**config.mk**
```make
export PLATFORM = sky130hd
export DESIGN_NAME = glitcbus_slave
export DESIGN_NICKNAME = d
export VERILOG_FILES = /design/src/rtl/glitcbus_slave.sv
export SDC_FILE = /design/constraint.sdc
export NUM_CORES = 1
export LEC_CHECK = 0
export CAP_MARGIN = 20
export CORE_ASPECT_RATIO = 0.75
export CORE_UTILIZATION = 45
export CTS_CLUSTER_SIZE = 8
export DETAILED_ROUTE_END_ITERATION = 8
export GPL_TIMING_DRIVEN = 0
export PLACE_DENSITY_LB_ADDON = 0.08
export SYNTH_ARGS = -nofsm -noshare
export SYNTH_HDL_FRONTEND = slang
export SYNTH_SLANG_ARGS = --single-unit
```
**constraint.sdc**
```tcl
create_clock -name gb_clk_i -period 7.17 [get_ports gb_clk_i]
set_input_delay 1.434 -clock gb_clk_i [delete_from_list [all_inputs] [get_ports gb_clk_i]]
set_output_delay 1.434 -clock gb_clk_i [all_outputs]
set_load 0.02 [all_outputs]
```
**src/rtl/glitcbus_slave.sv**
```systemverilog
`default_nettype none
// ============================================================================
// Module   : glitcbus_slave
// Purpose  : Byte-wide GLITCBUS slave front end. It turns framed bus reads and
//            writes into single-cycle register strobes and returns read data.
// Revision : 1.0 - initial release
// ============================================================================
module glitcbus_slave #(
  parameter int ADDR_BITS   = 7,
  parameter int ACK_TIMEOUT = 15
) (
  input  logic                 gb_clk_i,
  input  logic                 gb_rst_i,
  input  logic                 gsel_b_i,
  input  logic                 grdwr_b_i,
  input  logic [7:0]           gad_i,
  output logic [7:0]           gad_o,
  output logic                 gad_oe_o,
  output logic                 gready_o,
  output logic [ADDR_BITS-1:0] addr_o,
  output logic [31:0]          dat_o,
  output logic                 wr_o,
  output logic                 rd_o,
  input  logic [31:0]          dat_i,
  input  logic                 ack_i,
  output logic                 timeout_o
);

  typedef enum logic [2:0] {
    S_IDLE    = 3'd0,
    S_WDATA   = 3'd1,
    S_WCOMMIT = 3'd2,
    S_RREQ    = 3'd3,
    S_RDATA   = 3'd4,
    S_DONE    = 3'd5
  } state_t;

  localparam logic [7:0] c_tmo_last = 8'(ACK_TIMEOUT - 1);

  logic                 r_gsel_q;
  logic                 r_rw_q;
  logic [7:0]           r_gad_q;

  state_t               r_state,  w_state_nxt;
  logic [1:0]           r_byte,   w_byte_nxt;
  logic [7:0]           r_tmo,    w_tmo_nxt;
  logic [ADDR_BITS-1:0] r_addr,   w_addr_nxt;
  logic [31:0]          r_dat,    w_dat_nxt;
  logic [31:0]          r_shift,  w_shift_nxt;
  logic                 r_wr,     w_wr_nxt;
  logic                 r_rd,     w_rd_nxt;
  logic                 r_to,     w_to_nxt;
  logic                 r_gready, w_gready_nxt;
  logic                 r_oe,     w_oe_nxt;

  // Bus inputs: only the select needs a reset value so the FSM sees an idle bus.
  always_ff @(posedge gb_clk_i or posedge gb_rst_i) begin
    if (gb_rst_i) r_gsel_q <= 1'b1;
    else          r_gsel_q <= gsel_b_i;
  end

  always_ff @(posedge gb_clk_i) begin
    r_rw_q  <= grdwr_b_i;
    r_gad_q <= gad_i;
  end

  always_ff @(posedge gb_clk_i or posedge gb_rst_i) begin
    if (gb_rst_i) begin
      r_state  <= S_IDLE;
      r_byte   <= '0;
      r_tmo    <= '0;
      r_addr   <= '0;
      r_dat    <= '0;
      r_shift  <= '0;
      r_wr     <= 1'b0;
      r_rd     <= 1'b0;
      r_to     <= 1'b0;
      r_gready <= 1'b0;
      r_oe     <= 1'b0;
    end else begin
      r_state  <= w_state_nxt;
      r_byte   <= w_byte_nxt;
      r_tmo    <= w_tmo_nxt;
      r_addr   <= w_addr_nxt;
      r_dat    <= w_dat_nxt;
      r_shift  <= w_shift_nxt;
      r_wr     <= w_wr_nxt;
      r_rd     <= w_rd_nxt;
      r_to     <= w_to_nxt;
      r_gready <= w_gready_nxt;
      r_oe     <= w_oe_nxt;
    end
  end

  always_comb begin
    w_state_nxt  = r_state;
    w_byte_nxt   = r_byte;
    w_tmo_nxt    = r_tmo;
    w_addr_nxt   = r_addr;
    w_dat_nxt    = r_dat;
    w_shift_nxt  = r_shift;
    w_wr_nxt     = 1'b0;
    w_rd_nxt     = 1'b0;
    w_to_nxt     = 1'b0;
    w_gready_nxt = r_gready;
    w_oe_nxt     = r_oe;

    case (r_state)
      S_IDLE: begin
        w_gready_nxt = 1'b0;
        w_oe_nxt     = 1'b0;
        if (!r_gsel_q) begin
          w_addr_nxt = r_gad_q[ADDR_BITS-1:0];
          w_byte_nxt = '0;
          w_tmo_nxt  = '0;
          if (r_rw_q) begin
            w_state_nxt = S_RREQ;
            w_rd_nxt    = 1'b1;
          end else begin
            w_state_nxt = S_WDATA;
          end
        end
      end

      // Bytes arrive LSB first, so shifting in from the top lands byte 0 at [7:0].
      S_WDATA: begin
        if (r_gsel_q) begin
          w_state_nxt = S_IDLE;
        end else begin
          w_dat_nxt  = {r_gad_q, r_dat[31:8]};
          w_byte_nxt = r_byte + 2'd1;
          if (r_byte == 2'd3) w_state_nxt = S_WCOMMIT;
        end
      end

      S_WCOMMIT: begin
        w_wr_nxt     = 1'b1;
        w_gready_nxt = 1'b1;
        w_state_nxt  = S_DONE;
      end

      S_RREQ: begin
        if (r_gsel_q) begin
          w_state_nxt  = S_IDLE;
          w_gready_nxt = 1'b0;
          w_oe_nxt     = 1'b0;
        end else if (ack_i) begin
          w_shift_nxt  = dat_i;
          w_byte_nxt   = '0;
          w_oe_nxt     = 1'b1;
          w_gready_nxt = 1'b1;
          w_state_nxt  = S_RDATA;
        end else if (r_tmo == c_tmo_last) begin
          w_shift_nxt  = 32'hFFFF_FFFF;
          w_to_nxt     = 1'b1;
          w_byte_nxt   = '0;
          w_oe_nxt     = 1'b1;
          w_gready_nxt = 1'b1;
          w_state_nxt  = S_RDATA;
        end else begin
          w_tmo_nxt = r_tmo + 8'd1;
        end
      end

      S_RDATA: begin
        if (r_gsel_q) begin
          w_state_nxt  = S_IDLE;
          w_gready_nxt = 1'b0;
          w_oe_nxt     = 1'b0;
        end else if (r_byte == 2'd3) begin
          w_oe_nxt    = 1'b0;
          w_state_nxt = S_DONE;
        end else begin
          w_shift_nxt = {8'h00, r_shift[31:8]};
          w_byte_nxt  = r_byte + 2'd1;
        end
      end

      S_DONE: begin
        if (r_gsel_q) begin
          w_gready_nxt = 1'b0;
          w_state_nxt  = S_IDLE;
        end
      end

      default: begin
        w_state_nxt  = S_IDLE;
        w_gready_nxt = 1'b0;
        w_oe_nxt     = 1'b0;
      end
    endcase
  end

  assign gad_o     = r_oe ? r_shift[7:0] : 8'h00;
  assign gad_oe_o  = r_oe;
  assign gready_o  = r_gready;
  assign addr_o    = r_addr;
  assign dat_o     = r_dat;
  assign wr_o      = r_wr;
  assign rd_o      = r_rd;
  assign timeout_o = r_to;

endmodule
`default_nettype wire

```
* Word level (Yosys, flattened, before mapping) *
Index checks and enable logic that the tools add are counted.

operators by class
  reduce and logical (&&, ||, !) cells = 14
  bitwise operators = 3
  equality and inequality tests = 20
  add/sub/neg operators = 2
  mux-type cells = 47

operators by type and width
  operator             count
  $mux 32              5
  $pmux 32 s2          1
  $mux 8               5
  $mux 3               9
  $pmux 3 s6           1
  $mux 2               8
  $ne 2x2->1 const B   8
  $pmux 8 s2           1
  $reduce_and 5->1     3
  $mux 1               14
  $ne 3x3->1 const B   3
  $add 8x1->8 const B  1
  $eq 8x4->1 const B   1
  $pmux 2 s4           1
  $reduce_and 7->1     1
  $eq 3x2->1 const B   2
  $eq 3x3->1 const B   2
  $reduce_and 3->1     2
  $ne 4x4->1 const B   1
  $pmux 1 s4           1
  $reduce_and 2->1     2
  $reduce_bool 2->1    2
  $reduce_bool 4->1    1
  $eq 3x1->1 const B   1
  other kinds (8)      10

storage, ports and cells
  input bits = 45
  output and inout bits = 52
  bits in registers = 99

* Logic depth before layout (Yosys ltp) *
  depth after elaboration = 5
  depth in mapped cells = 8

* Worst setup path after synthesis *
No wires, ideal clock.

  kind = in2reg
  start point = input ack_i
  end point = register r_shift[0]
  path slack = 4,326 ps
  setup time = 125 ps
  required time = 7,045 ps
  cell stages on the path = 7
  arrival = 2,719 ps
  cell sequence = clkbuf_1 > nand4bb_1 > a21o_1 > buf_2 > nand3_2 > buf_6 > mux2_4

between the ends
  longest elaborated chain between the ends = 3

ends and longest elaborated chain
  element                 RTL line  text
  start: declaration      25        input logic ack_i,
  $mux 32                 147       end else if (ack_i) begin
  $mux 32                 143       if (r_gsel_q) begin
  $pmux 32 s2             108       case (r_state)
  end signal: assignment  86        r_shift <= w_shift_nxt;
  end: declaration        49        logic [31:0] r_shift, w_shift_nxt;

Parallel ways exist; a longest one is shown, timed or not. The select of a mux whose other input is x is not followed.
A chain may end at the register's enable or synchronous reset.

* Final worst setup path *
  start point = register r_oe, in the netlist gad_oe_o
  end point = output gad_o[0]

between the ends
  longest elaborated chain between the ends = 1

ends and longest elaborated chain
  element                   RTL line  text
  start: declaration        54        logic r_oe, w_oe_nxt;
  start signal: assignment  91        r_oe <= w_oe_nxt;
  $mux 8                    194       assign gad_o = r_oe ? r_shift[7:0] : 8'h00;
  end: declaration          17        output logic [7:0] gad_o,

No other way between the ends.

==> run summary <==
The routed design has 9660 µm of wire. Per report_power, the combinational group accounts for 39.3% of the total. Once detail routing completed, the nets flagged for antenna violations numbered 0. The type of the tightest min-delay check is flop to flop. For the peak supply drop, the log shows 0.2664 mV. The number of distinct library cells after synthesis is 46. Measured against its own limit, the worst slew margin works out to 48.26%.

Cells fill 61.70% of the core in the end. Sequential elements use 53.80% of the synthesized area. The run gives 0 as the aggregate global routing overflow. The total power density per cell area is 387.1 nW/µm².

Clock tree synthesis selected as its root buffer the cell sky130_fd_sc_hd__clkbuf_16. The most used flip-flop cell after synthesis is sky130_fd_sc_hd__dfrtp_1. STA puts the critical path data required time at 5.74 ns.

Hold repair after CTS inserted 0 buffers. Port buffering added 95 buffers. The initialized floorplan defines 31 standard-cell rows. Dividing the final minimum period by the clock period gives 42.31%. The run gives 3099 as the number of global-route vias before repair. The portion of total power attributed to sequential cells is 39.2%, and the multi-input logic area is 1814 µm².

The maximum fanout along the worst path was 10; the post-layout minimum cycle time was 3.034 ns. In the final layout, the share of cells above drive strength 1 is 21.34%. The area growth from synthesis to layout is 32.28%.

The number of setup violations in the final report is 0. The wire length of the first global-routing pass was 15990 µm. Post-CTS timing repair inserted 0 buffers for setup. At the pin with the least slew margin, the transition time is 0.7701 ns. The gate count of the mapped netlist was 380; the initial DRC count was 185. TritonCTS built the clock tree.

The setup path with the least slack is of type flop to output pin. Setup repair after global routing left no endpoint under its margin. The type of element capturing the critical path was an output pin.

The maximum number of pins on one net before global-route repair was 53. Share of synthesized registers carrying an async set or reset: 90.91%. The tools report the detailed-route via count as 3153. The flow ran to the end, and the final reports show no timing, DRC or antenna violations.

Switching part of the total: 31.77%. Dividing the detail-routed via count by the number of cells gives 5.053. Synthesis inferred 99 register bits. The tools report the number of nets at the end of the flow as 535. The tools report the total routing resource utilization after global routing as 19.75%. For the synthesized netlist net count, the log shows 428.

In the final routed layout, each cell accounts on average for 15.48 µm. The clock insertion delay at the later pin of the skew report came out at 0.34 ns. The run gives 0.006123 ns as the clock tree skew after final layout. The internal portion of the total power is 1580 µW.

For this run, design rule violations remaining after detail routing come to 0. The run gives 1.60 ns as the data arrival at the endpoint of the critical path. The die covers 10460 µm². The region available for standard cell placement spans 9697 µm². The final total negative setup slack was 0 ns.

From bottom edge to top edge, the die measures 88.83 µm. The run gives 4 as the number of iterations in the first detailed-routing pass. The logs give 735.8 µW for the net switching component of the power and 0 for the max-slew violation count. The fraction of post-synthesis cell area in the top cell type by area works out to 49.24%.

The starting utilization of the core area is 46.65%, and the CTS buffer count is 9. The number of buffers on the longest clock path was 2; the number of antenna violations at the first check in global routing was 0. For the number of placed I/O pins, the log shows 97. The horizontal die dimension came out at 117.8 µm.

The worst setup path is launched from a flop. The congestion estimate from routability-driven global placement came to 0.8821. Summing every instance area after synthesis gives 4523 µm². The number of antenna diodes in the final layout is 0.

The number of max-cap violations was 0. Derived from the worst setup path, the maximum achievable clock frequency is 329.6 MHz. CTS built an H-tree with a depth of 3. The filler cells instantiated in the layout total 803.

The logs give 21.5% for the clock share of power and 0 for the number of hold-slack violations in the final timing report. The static leakage was 0.002642 µW; the number of enable-type register cells in the synthesized netlist was 0. The number of gates resized after CTS was 0. The largest total area in the synthesized netlist belongs to sky130_fd_sc_hd__dfrtp_1.

A synthesized cell averages 11.90 µm². Clock-pin slew was measured on the worst setup and hold paths at 0.07 ns. Yosys attributes the largest share of cell area to sky130_fd_sc_hd__dfrtp_1, sky130_fd_sc_hd__mux2_2, sky130_fd_sc_hd__mux2_4. The clock sink count is 99, and the number of warning messages in the yosys log is 0. The HPWL after detailed placement is 6928 µm. Flip-flop and latch area: 2434 µm².
-- layout by cell type (no fill, tap or decap), types with 8 or more instances in the layout --
master                            count
sky130_fd_sc_hd__clkbuf_16            9
sky130_fd_sc_hd__clkbuf_1            13
sky130_fd_sc_hd__o21ai_0              8
sky130_fd_sc_hd__dfrtp_1             89
sky130_fd_sc_hd__nor2_1              30
sky130_fd_sc_hd__a31oi_1             25
sky130_fd_sc_hd__mux2_2              43
sky130_fd_sc_hd__mux2_4              30
sky130_fd_sc_hd__clkdlybuf4s50_1     95
sky130_fd_sc_hd__and2_1               9
sky130_fd_sc_hd__a21oi_1             13
sky130_fd_sc_hd__dfxtp_1              9
sky130_fd_sc_hd__inv_1               41
-- cells in the mapped netlist, drive strengths merged (2+ instances only) --
cell	n
mux2	74
buf	10
a21o	2
nand3b	3
xnor2	3
dfrtp	89
nor3	8
a2111oi	2
ha	3
nor3b	2
dfxtp	9
o21ai	9
a21oi	13
nand2b	5
and2	9
a211oi	4
clkbuf	13
a31oi	25
inv	42
nor2	30
nand3	3
nand2	5
-- power groups by stage --
stage	Clock (µW)	Sequential, µW	Combinational [µW]
floorplan	0	1030	429
global placement	0	910	901
detailed placement	0	920	917
CTS	512	910	922
global route	534	940	978
finish	497	908	911
-- flip-flops by register name (all words and copies together), names as in the netlist --
signal and count:
addr_o 7, dat_o 32, gad_oe_o 1, gready_o 1
r_byte 2, r_gad_q 8, r_gsel_q 1, r_rw_q 1
r_shift 32, r_state 3, r_tmo 8, rd_o 1
timeout_o 1, wr_o 1
-- metrics by stage --
step | worst slack (ns) | power, µW | cells | instance area [µm²] | hold slack (ns)
5_1_grt | 4.022 | 2452 | 624 | 5983 | 0.4951
3_3_place_gp | 1.930 | 1811 | 607 | 5639 | 0.4425
2_1_floorplan | 3.402 | 1464 | 380 | 4523 | 0.4326
4_1_cts | 4.085 | 2344 | 624 | 5983 | 0.4619
6_report | 4.136 | 2316 | 624 | 5983 | 0.4593
3_5_place_dp | 4.081 | 1837 | 608 | 5669 | 0.4494
-- logic make-up (layout without fill, tap and decap cells) --
family / Yosys count / count (layout) / share of synthesized area (%)
DFF: 99 / 99 / 53.80
muxes: 75 / 75 / 21.13
and+or+nand+nor: 75 / 75 / 8.852
buffers and inverters: 65 / 177 / 6.086
AOI/OAI and AO/OA: 60 / 60 / 8.714
adders and majority gates: 3 / 3 / 0.8300
xor gates and xnor gates: 3 / 3 / 0.5810
-- area by class of cell --
| cell class | count | area share [%] |
|---|---|---|
| well taps | 132 | 2.760 |
| multi-input cells | 216 | 30.32 |
| clock inverters | 5 | 1.025 |
| repair buffers | 96 | 16.35 |
| plain buffers | 23 | 1.966 |
| inverters | 42 | 2.677 |
| clock buffers | 11 | 4.224 |
| flip-flops and latches | 99 | 40.67 |
-- worst paths after layout --
path,startpoint,to,slack (ns),cells past startpoint
setup / recovery,gad_oe_o,gad_o[0],4.14,2
hold / removal,r_gad_q[7],dat_o[31],0.46,1
setup reg to reg,r_state[0],dat_o[13],4.90,5
hold reg to reg,r_gad_q[7],dat_o[31],0.46,1
max in group asynchronous,gb_rst_i,gready_o,5.04,3
min in group asynchronous,gb_rst_i,dat_o[5],1.50,2
-- routing by layer --
layer | wire length (µm) | vias up | GRT usage, %
met4 | 92 | 0 | 5.361
li1 | - | 1519 | -
met5 | 0 | - | 0
met3 | 376 | 7 | 4.897
met2 | 4385 | 76 | 30.27
met1 | 4806 | 1551 | 28.10
-- worst max-delay path: stages, from the launching register on --
cell and delay, ns:
sky130_fd_sc_hd__dfrtp_1 0.48, sky130_fd_sc_hd__and2_1 0.17, sky130_fd_sc_hd__clkdlybuf4s50_1 0.61
Note: power is estimated with default switching activity, not from simulation.
